<file path="src/rtl/fir_vect_pkg.sv">
// Shared constants for the vector FIR sequencer.
// ALU opcodes driven on alu_ctrl and the sequencer state encoding.
package fir_vect_pkg;

  localparam logic [3:0] ALU_NOP  = 4'b0000;
  localparam logic [3:0] ALU_MUL  = 4'b0010;
  localparam logic [3:0] ALU_SRLI = 4'b0011;
  localparam logic [3:0] ALU_SLLI = 4'b0100;
  localparam logic [3:0] ALU_SARI = 4'b0101;

  typedef enum logic [2:0] {
    ST_IDLE,
    ST_FETCH,
    ST_MUL,
    ST_ACC,
    ST_OUT
  } fir_state_t;

endpackage

</file>
<file path="src/rtl/sat_add_vect.sv">
// Lane-wise signed saturating add of two packed M x N vectors.
// Ports: a, b in (M*N); s out (M*N). Purely combinational.
module sat_add_vect #(
  parameter int N = 8,
  parameter int M = 4
) (
  input  logic [M*N-1:0] a,
  input  logic [M*N-1:0] b,
  output logic [M*N-1:0] s
);

  localparam logic [N-1:0] MAXV = {1'b0, {(N-1){1'b1}}};
  localparam logic [N-1:0] MINV = {1'b1, {(N-1){1'b0}}};

  logic [N:0] sum;

  always_comb begin
    s   = '0;
    sum = '0;
    for (int i = 0; i < M; i++) begin
      sum = {a[i*N+N-1], a[i*N +: N]}
          + {b[i*N+N-1], b[i*N +: N]};
      // top two bits disagree only on overflow;
      // bit N carries the true sign
      if (sum[N] != sum[N-1])
        s[i*N +: N] = sum[N] ? MINV : MAXV;
      else
        s[i*N +: N] = sum[N-1:0];
    end
  end

endmodule

</file>
<file path="src/rtl/fir_vect_seq.sv">
// Vector FIR block sequencer driving a shared vector ALU.
// Ports: start/taps/shamt in, buffer addr/data, alu a/b/ctrl/result,
// y/y_valid/y_ready output handshake, busy and done status.
module fir_vect_seq
  import fir_vect_pkg::*;
#(
  parameter int N  = 8,
  parameter int M  = 4,
  parameter int TW = 4
) (
  input  logic          clk,
  input  logic          rst,
  input  logic          start,
  input  logic [TW-1:0] taps,
  input  logic [N-1:0]  shamt,
  output logic          busy,
  output logic          done,
  output logic [TW-1:0] x_addr,
  output logic [TW-1:0] h_addr,
  input  logic [M*N-1:0] x_data,
  input  logic [M*N-1:0] h_data,
  output logic [M*N-1:0] alu_a,
  output logic [M*N-1:0] alu_b,
  output logic [3:0]     alu_ctrl,
  input  logic [M*N-1:0] alu_result,
  output logic [M*N-1:0] y,
  output logic           y_valid,
  input  logic           y_ready
);

  localparam logic [TW-1:0] ONE = 1;

  fir_state_t     state;
  logic [TW-1:0]  k;
  logic [TW-1:0]  taps_r;
  logic [N-1:0]   shamt_r;
  logic [M*N-1:0] acc;
  logic [M*N-1:0] p;
  logic [M*N-1:0] acc_nxt;

  sat_add_vect #(
    .N(N),
    .M(M)
  ) u_sat (
    .a(acc),
    .b(alu_result),
    .s(acc_nxt)
  );

  always_ff @(posedge clk) begin
    if (rst) begin
      state   <= ST_IDLE;
      k       <= '0;
      taps_r  <= '0;
      shamt_r <= '0;
      acc     <= '0;
      p       <= '0;
    end else begin
      unique case (state)
        ST_IDLE: begin
          if (start) begin
            taps_r  <= taps;
            shamt_r <= shamt;
            k       <= '0;
            acc     <= '0;
            p       <= '0;
            state   <= (taps == '0) ? ST_OUT
                                    : ST_FETCH;
          end
        end
        ST_FETCH: state <= ST_MUL;
        ST_MUL: begin
          p     <= alu_result;
          state <= ST_ACC;
        end
        ST_ACC: begin
          acc   <= acc_nxt;
          k     <= k + ONE;
          state <= ((k + ONE) == taps_r) ? ST_OUT
                                         : ST_FETCH;
        end
        ST_OUT: begin
          if (y_ready) state <= ST_IDLE;
        end
        default: state <= ST_IDLE;
      endcase
    end
  end

  assign busy    = (state != ST_IDLE);
  assign y_valid = (state == ST_OUT);
  assign done    = y_valid & y_ready;
  assign y       = y_valid ? acc : '0;
  assign x_addr  = k;
  assign h_addr  = k;

  always_comb begin
    alu_a    = '0;
    alu_b    = '0;
    alu_ctrl = ALU_NOP;
    unique case (state)
      ST_MUL: begin
        alu_a    = x_data;
        alu_b    = h_data;
        alu_ctrl = ALU_MUL;
      end
      ST_ACC: begin
        alu_a    = p;
        alu_b    = {M{shamt_r}};
        alu_ctrl = ALU_SARI;
      end
      default: begin
        alu_a    = '0;
        alu_b    = '0;
        alu_ctrl = ALU_NOP;
      end
    endcase
  end

endmodule

</file>
<file path="config.mk">
export PLATFORM = sky130hd
export DESIGN_NAME = fir_vect_seq
export DESIGN_NICKNAME = d
export VERILOG_FILES = /design/src/rtl/fir_vect_pkg.sv /design/src/rtl/sat_add_vect.sv /design/src/rtl/fir_vect_seq.sv
export SDC_FILE = /design/constraint.sdc
export NUM_CORES = 1
export LEC_CHECK = 0
export BUFFER_PORTS_ARGS = -buffer_cell sky130_fd_sc_hd__buf_2
export CORE_MARGIN = 3
export CORE_UTILIZATION = 54
export CTS_BUF_LIST = sky130_fd_sc_hd__clkbuf_8
export CTS_CLUSTER_SIZE = 10
export DETAILED_ROUTE_END_ITERATION = 7
export PLACE_DENSITY_LB_ADDON = 0.3
export SLEW_MARGIN = 10
export SYNTH_ARGS = -nofsm -noshare
export SYNTH_HDL_FRONTEND = slang
export SYNTH_SLANG_ARGS = --single-unit
</file>
<file path="constraint.sdc">
create_clock -name clk -period 4.1 [get_ports clk]
set_input_delay 0.205 -clock clk [delete_from_list [all_inputs] [get_ports clk]]
set_output_delay 0.205 -clock clk [all_outputs]
set_load 0.05 [all_outputs]
</file>
After elaboration in Yosys (flattened, before gate mapping)

Cells that the tools add are included.
Widths: inputs -> output; s select.

Register bits after elaboration: 83
Output and inout bits: 111
Word-level logic and storage cells: 54

Add/subtract/negate cells: 5
Equality and inequality tests: 11
Multiplexer cells: 22
Bitwise gates (word level): 1
Reductions and logical operators: 9

Operators with widths:

| kind                | count |
|---|---|
| $pmux 32 s2         | 4 |
| $mux 32             | 2 |
| $mux 8              | 8 |
| $add 8x8->9         | 4 |
| $pmux 3 s5          | 1 |
| $mux 3              | 4 |
| $pmux 4 s2          | 1 |
| $reduce_and 2->1    | 4 |
| $eq 3x2->1 const B  | 2 |
| $pmux 3 s2          | 1 |
| $add 4x1->4 const B | 1 |
| $eq 4x4->1          | 1 |
| $logic_not 4->1     | 1 |
| $mux 4              | 1 |
| $ne 1x1->1          | 4 |
| $reduce_bool 2->1   | 2 |
| $eq 3x1->1 const B  | 1 |
| $eq 3x3->1 const B  | 1 |
| $logic_not 3->1     | 1 |
| $reduce_bool 3->1   | 1 |
| $ne 2x1->1 const B  | 1 |
| $ne 2x2->1 const B  | 1 |
| $and 1x1->1         | 1 |

Logic depth before layout (Yosys ltp)

Word-level depth: 4
Mapped depth: 12
Gate-level depth less buffers: 12

Modules after synthesis

From an unflattened synthesis, not the netlist that was laid out.

Cell total of the unflattened synthesis: 812
Area total of the unflattened synthesis: 6100.9 um^2

By module, submodules not included:

| module       | instances | cells an instance | area an instance (um^2) | seq. area each (um^2) |
|---|---|---|---|---|
| fir_vect_seq | 1         | 513               | 4070.2                  | 1661.6 |
| sat_add_vect | 1         | 299               | 2030.7                  | 0.0 |

Worst setup path after synthesis

Ideal clock, no wire load.

Path type: reg2reg
From: reg acc[8]
To: reg acc[11]
Setup time: 70 ps
Arrival: 2541 ps
Setup slack: 1488 ps
Cell stages (with the launch flop): 13
Period minus slack after synthesis: 2612 ps
Path through: dfxtp_1 ha_1 fa_1 a21o_1 a21o_1 a2111oi_4 nor2_1 inv_1 ha_1 inv_1 nor3_1 nand2_1 a21oi_1

Cells in the longest elaborated chain, start to end: 4
Elaborated cells between the ends (all ways): 5
Classes of those cells: add/sub: 1; eq/ne: 1; mux: 3

Ends and longest elaborated chain:

| what                                 | RTL line                               | RTL |
|---|---|---|
| start, declared                      | fir_vect_seq.sv:37                     | `logic [M*N-1:0] acc;` |
| start signal, assigned               | fir_vect_seq.sv:77                     | `acc <= acc_nxt;` |
| $add 8x8->9 *                        | sat_add_vect.sv:22                     | `+ {b[i*N+N-1], b[i*N +: N]};` |
| $mux 8 or $ne 1x1->1 (tied branches) | sat_add_vect.sv:26, sat_add_vect.sv:25 |  |
| $mux 8 *                             | sat_add_vect.sv:25                     | `if (sum[N] != sum[N-1])` |
| $pmux 32 s2 *                        | fir_vect_seq.sv:59                     | `unique case (state)` |

Mark *: on every way between the ends. The rest lies on a longest branch, timed or not.
A chain may end at the register's enable or synchronous reset.

Worst setup path in the final report

From: reg state[1]
To: out alu_a[12]

Cells in the longest elaborated chain, start to end: 2
Elaborated cells between the ends (all ways): 3
Classes of those cells: eq/ne: 2; mux: 1

Ends and longest elaborated chain:

| what                   | RTL line            | RTL |
|---|---|---|
| start, declared        | fir_vect_seq.sv:33  | `fir_state_t state;` |
| start signal, assigned | fir_vect_seq.sv:67  | `state <= (taps == '0) ? ST_OUT` |
| start signal, assigned | fir_vect_seq.sv:79  | `state <= ((k + ONE) == taps_r) ? ST_OUT` |
| $eq 3x2->1             | fir_vect_seq.sv:101 | `unique case (state)` |
| $pmux 32 s2 *          | fir_vect_seq.sv:101 |  |
| end, declared          | fir_vect_seq.sv:22  | `output logic [M*N-1:0] alu_a,` |

Marks and branches as above.

==> impl_metrics.tcl <==
set metrics [dict create \
    worstSetupPathType "flop to output port" \
    area.growth.synth_to_final_pct 22.6 \
    fin_nets 1002 \
    floorplan.die_area_um2 11300 \
    timing.clock.skew_ns 0.00855 \
    unrepaired_setup_endpoints_after_global_routing "false" \
    hold_viol_final 0 \
    timing.final.max_slew_violations 0 \
    final.period_utilization_pct 77.6 \
    core-area_um2 9820 \
    clkLatencyLatePin_ns 0.36 \
    post-cts-setup-buffers 0 \
    sequentialPowerShare_pct 34.9 \
    async_reset_ff_share_pct 0 \
    die_width_um 107 \
    via_per_inst 5.90 \
    synth.largest_area_cell "sky130_fd_sc_hd__dfxtp_1" \
    count_of_unique_library_cells_instantiated_by_yosys 57 \
    ctsResizeCount 0 \
    power.static_leakage_nw 3.46 \
    critPathCaptureType "output port" \
    floorplan.initialDensity_pct 55.6 \
    layout.cells.most_common_list "sky130_fd_sc_hd__buf_2 (221), sky130_fd_sc_hd__nand2_1 (91), sky130_fd_sc_hd__dfxtp_1 (83)" \
    grt.total_usage_pct 30.8 \
    synthFlopType "sky130_fd_sc_hd__dfxtp_1" \
    synthDominantCellAreaShare_pct 30.5 \
    intPower_mw 1.49 \
    gp_congestion 0.881 \
    pwr-share-clk_pct 22.7 \
    finalWorstSetupSlack_ns 0.919 \
    detail_route.wirelength_mm 18.2 \
    grt_pass1_wl_mm 27.7 \
    filler_cell_count 861 \
    power.switching_fraction_pct 45.0 \
    die-height_um 107 \
    post_synth_instance_area_um2 5460 \
    cts.sink_count 83 \
    detail_route.wl_per_cell_um 18.4 \
    synth-seq-area-share_pct 30.5 \
    signal_arrival_time_at_the_worst_endpoint_ns 2.98 \
    timing.final.crit_period_ns 3.18 \
    layout-drive-gt1-share_pct 30.3 \
    timing.fmax_mhz 314 \
    dr_total_vias 5823 \
    layout.core_utilization_pct 68.1 \
    yosys_warnings 0 \
    cts.reportedPaths.clkPinSlew_ns 0.09 \
    timing.max_cap.violations 0 \
    boundaryPins 223 \
    worst-slew-pin-transition_ns 1.15 \
    critical_path_required_ns 3.89 \
    outcome "finished clean" \
    detailed_place_hpwl_mm 13.4 \
    port-buffer-count 221 \
    cts-htree-levels 3 \
    power.density_cell_area_nw_per_um2 404 \
    pre_cts_slack_ns 1.20 \
    critPathLaunchType "flop" \
    cts_tree "done" \
    crit_chain "nand2_4 -> or2_1 -> inv_2 -> buf_12 -> a22o_1 -> buf_2" \
    layout_commonest_cell "sky130_fd_sc_hd__buf_2" \
    hold_path_class "primary input to flop" \
    syn_avg_cell_area_um2 8.22 \
    tritoncts.num_buffers 9 \
    fin_setup_tns_ns 0 \
    synth_area_leaders "sky130_fd_sc_hd__dfxtp_1 (30%), sky130_fd_sc_hd__a22o_1 (11%), sky130_fd_sc_hd__ha_1 (8.9%), sky130_fd_sc_hd__nand2_1 (6.3%), sky130_fd_sc_hd__a21oi_1 (6.1%)" \
    detail-route-antenna-nets 0 \
    largest_net_degree_at_the_start_of_global_routing 58 \
    synth_seq_cells 83 \
    slew_headroom_pct 23.2 \
    slowest_stage "sky130_fd_sc_hd__inv_2" \
    number_of_flops_mapped_to_enable_cells_by_yosys 0 \
    vdd_ir_drop_max_v 0.000236 \
    critical_path.max_fanout 41 \
    setup_viols_final 0 \
    grt_antenna_before_repair 1 \
    synthesis.instances 664 \
    net_count_of_the_mapped_netlist 819 \
    grt_pass1_vias 5538 \
    worst_path_largest_cell_delay_ns 0.74 \
    post_route_drc_violation_count 0 \
    combinationalPowerShare_pct 42.4 \
    dr.first_iter.drc_count 419 \
    firstDrtPassIters 6 \
    switching_power_mw 1.22 \
    maximum_buffer_depth_of_the_clock_tree 2 \
    fp-row-count 36 \
    cts_hold_repair.buffers 0 \
    cts_root_buf "sky130_fd_sc_hd__clkbuf_8" \
    gr-total-overflow 0 \
]
[layer usage]
metal  up-vias  wire length [um]  global-route usage, %
met5         -                 0                      0
li1       2763                 -                      -
met3        44              1330                   5.10
met1      2749              7140                   35.1
met2       267              9020                   55.1
met4         0               687                   15.7
[power groups by stage]
stage	sequential, mW	clock, mW	combinational [mW]
floorplan	0.931	0	0.901
global route	0.952	0.651	1.23
CTS	0.941	0.619	1.14
detailed placement	0.960	0	1.14
global placement	0.954	0	1.11
finish	0.943	0.614	1.15
[through the flow]
step / instance area (um2) / power, mW / std cells / hold slack, ns
finish: 6690 / 2.70 / 987 / 0.0756
global route: 6690 / 2.83 / 986 / 0.0646
CTS: 6680 / 2.70 / 985 / 0.0605
detailed placement: 6480 / 2.10 / 969 / 0.453
global placement: 6480 / 2.07 / 969 / 0.448
floorplan: 5460 / 1.83 / 664 / 0.341
[logic make-up after synthesis]
kind of cell             share of synthesized area, %
AND/OR/NAND/NOR                                  20.6
buffers and inverters                            6.37
flip-flops                                       30.5
XOR/XNOR                                         4.98
AO/OA/AOI/OAI                                    27.2
adder cells (fa/ha/maj)                          10.4
other                                          0.0687
[critical path, delay by kind of cell, from the launching register on]
kind | cells | cell delay, ns
compound gates | 1 | 0.20
simple gates | 2 | 0.51
buf+inv | 3 | 1.29
flops | 1 | 0.59
[cells in the mapped netlist (2+ instances only)]
| master | instances |
|---|---|
| sky130_fd_sc_hd__a211oi_1 | 4 |
| sky130_fd_sc_hd__a21o_1 | 14 |
| sky130_fd_sc_hd__a21oi_1 | 67 |
| sky130_fd_sc_hd__a221o_1 | 8 |
| sky130_fd_sc_hd__a22o_1 | 67 |
| sky130_fd_sc_hd__a22oi_1 | 8 |
| sky130_fd_sc_hd__and2_1 | 3 |
| sky130_fd_sc_hd__and3_1 | 33 |
| sky130_fd_sc_hd__buf_1 | 6 |
| sky130_fd_sc_hd__buf_2 | 16 |
| sky130_fd_sc_hd__buf_4 | 8 |
| sky130_fd_sc_hd__buf_6 | 8 |
| sky130_fd_sc_hd__clkbuf_1 | 16 |
| sky130_fd_sc_hd__dfxtp_1 | 83 |
| sky130_fd_sc_hd__fa_1 | 4 |
| sky130_fd_sc_hd__ha_1 | 39 |
| sky130_fd_sc_hd__inv_1 | 7 |
| sky130_fd_sc_hd__nand2_1 | 92 |
| sky130_fd_sc_hd__nand3_1 | 36 |
| sky130_fd_sc_hd__nand4_1 | 2 |
| sky130_fd_sc_hd__nor2_1 | 39 |
| sky130_fd_sc_hd__nor2b_1 | 5 |
| sky130_fd_sc_hd__nor3_1 | 17 |
| sky130_fd_sc_hd__o21ai_0 | 8 |
| sky130_fd_sc_hd__o21ai_1 | 9 |
| sky130_fd_sc_hd__o21bai_1 | 3 |
| sky130_fd_sc_hd__o22ai_1 | 2 |
| sky130_fd_sc_hd__or3_1 | 2 |
| sky130_fd_sc_hd__xnor2_1 | 17 |
| sky130_fd_sc_hd__xor2_1 | 14 |
[registers in the layout (all words and copies together), names as in the netlist]
signal / cells
h_addr: 4
state: 3
taps_r: 4
shamt_r: 8
p: 32
acc: 32
[path summary, 6_finish.rpt]
check,start,endpoint,slack [ns],cells after the start
hold / removal,shamt[5],shamt_r[5]$_SDFFE_PP0P_,0.08,3
hold reg to reg,p[13]$_SDFFE_PP0P_,p[13]$_SDFFE_PP0P_,0.47,2
setup / recovery,state[1]$_SDFFE_PP0P_,alu_a[12],0.92,6
setup reg to reg,acc[8]$_SDFFE_PP0P_,acc[12]$_SDFFE_PP0P_,1.11,12
[area by class of cell]
cell class                      count  area, um2  share of cell area, %
Antenna cell                        2       5.00                 0.0748
Clock buffer                        9        124                   1.85
Clock inverter                      7       77.6                   1.16
Inverter                            9       35.0                  0.524
Multi-Input combinational cell    518       3450                   51.6
Sequential cell                    83       1660                   24.8
Tap cell                          133        166                   2.49
Timing Repair Buffer              226       1170                   17.5
Note: power is estimated with default switching activity, not from simulation.
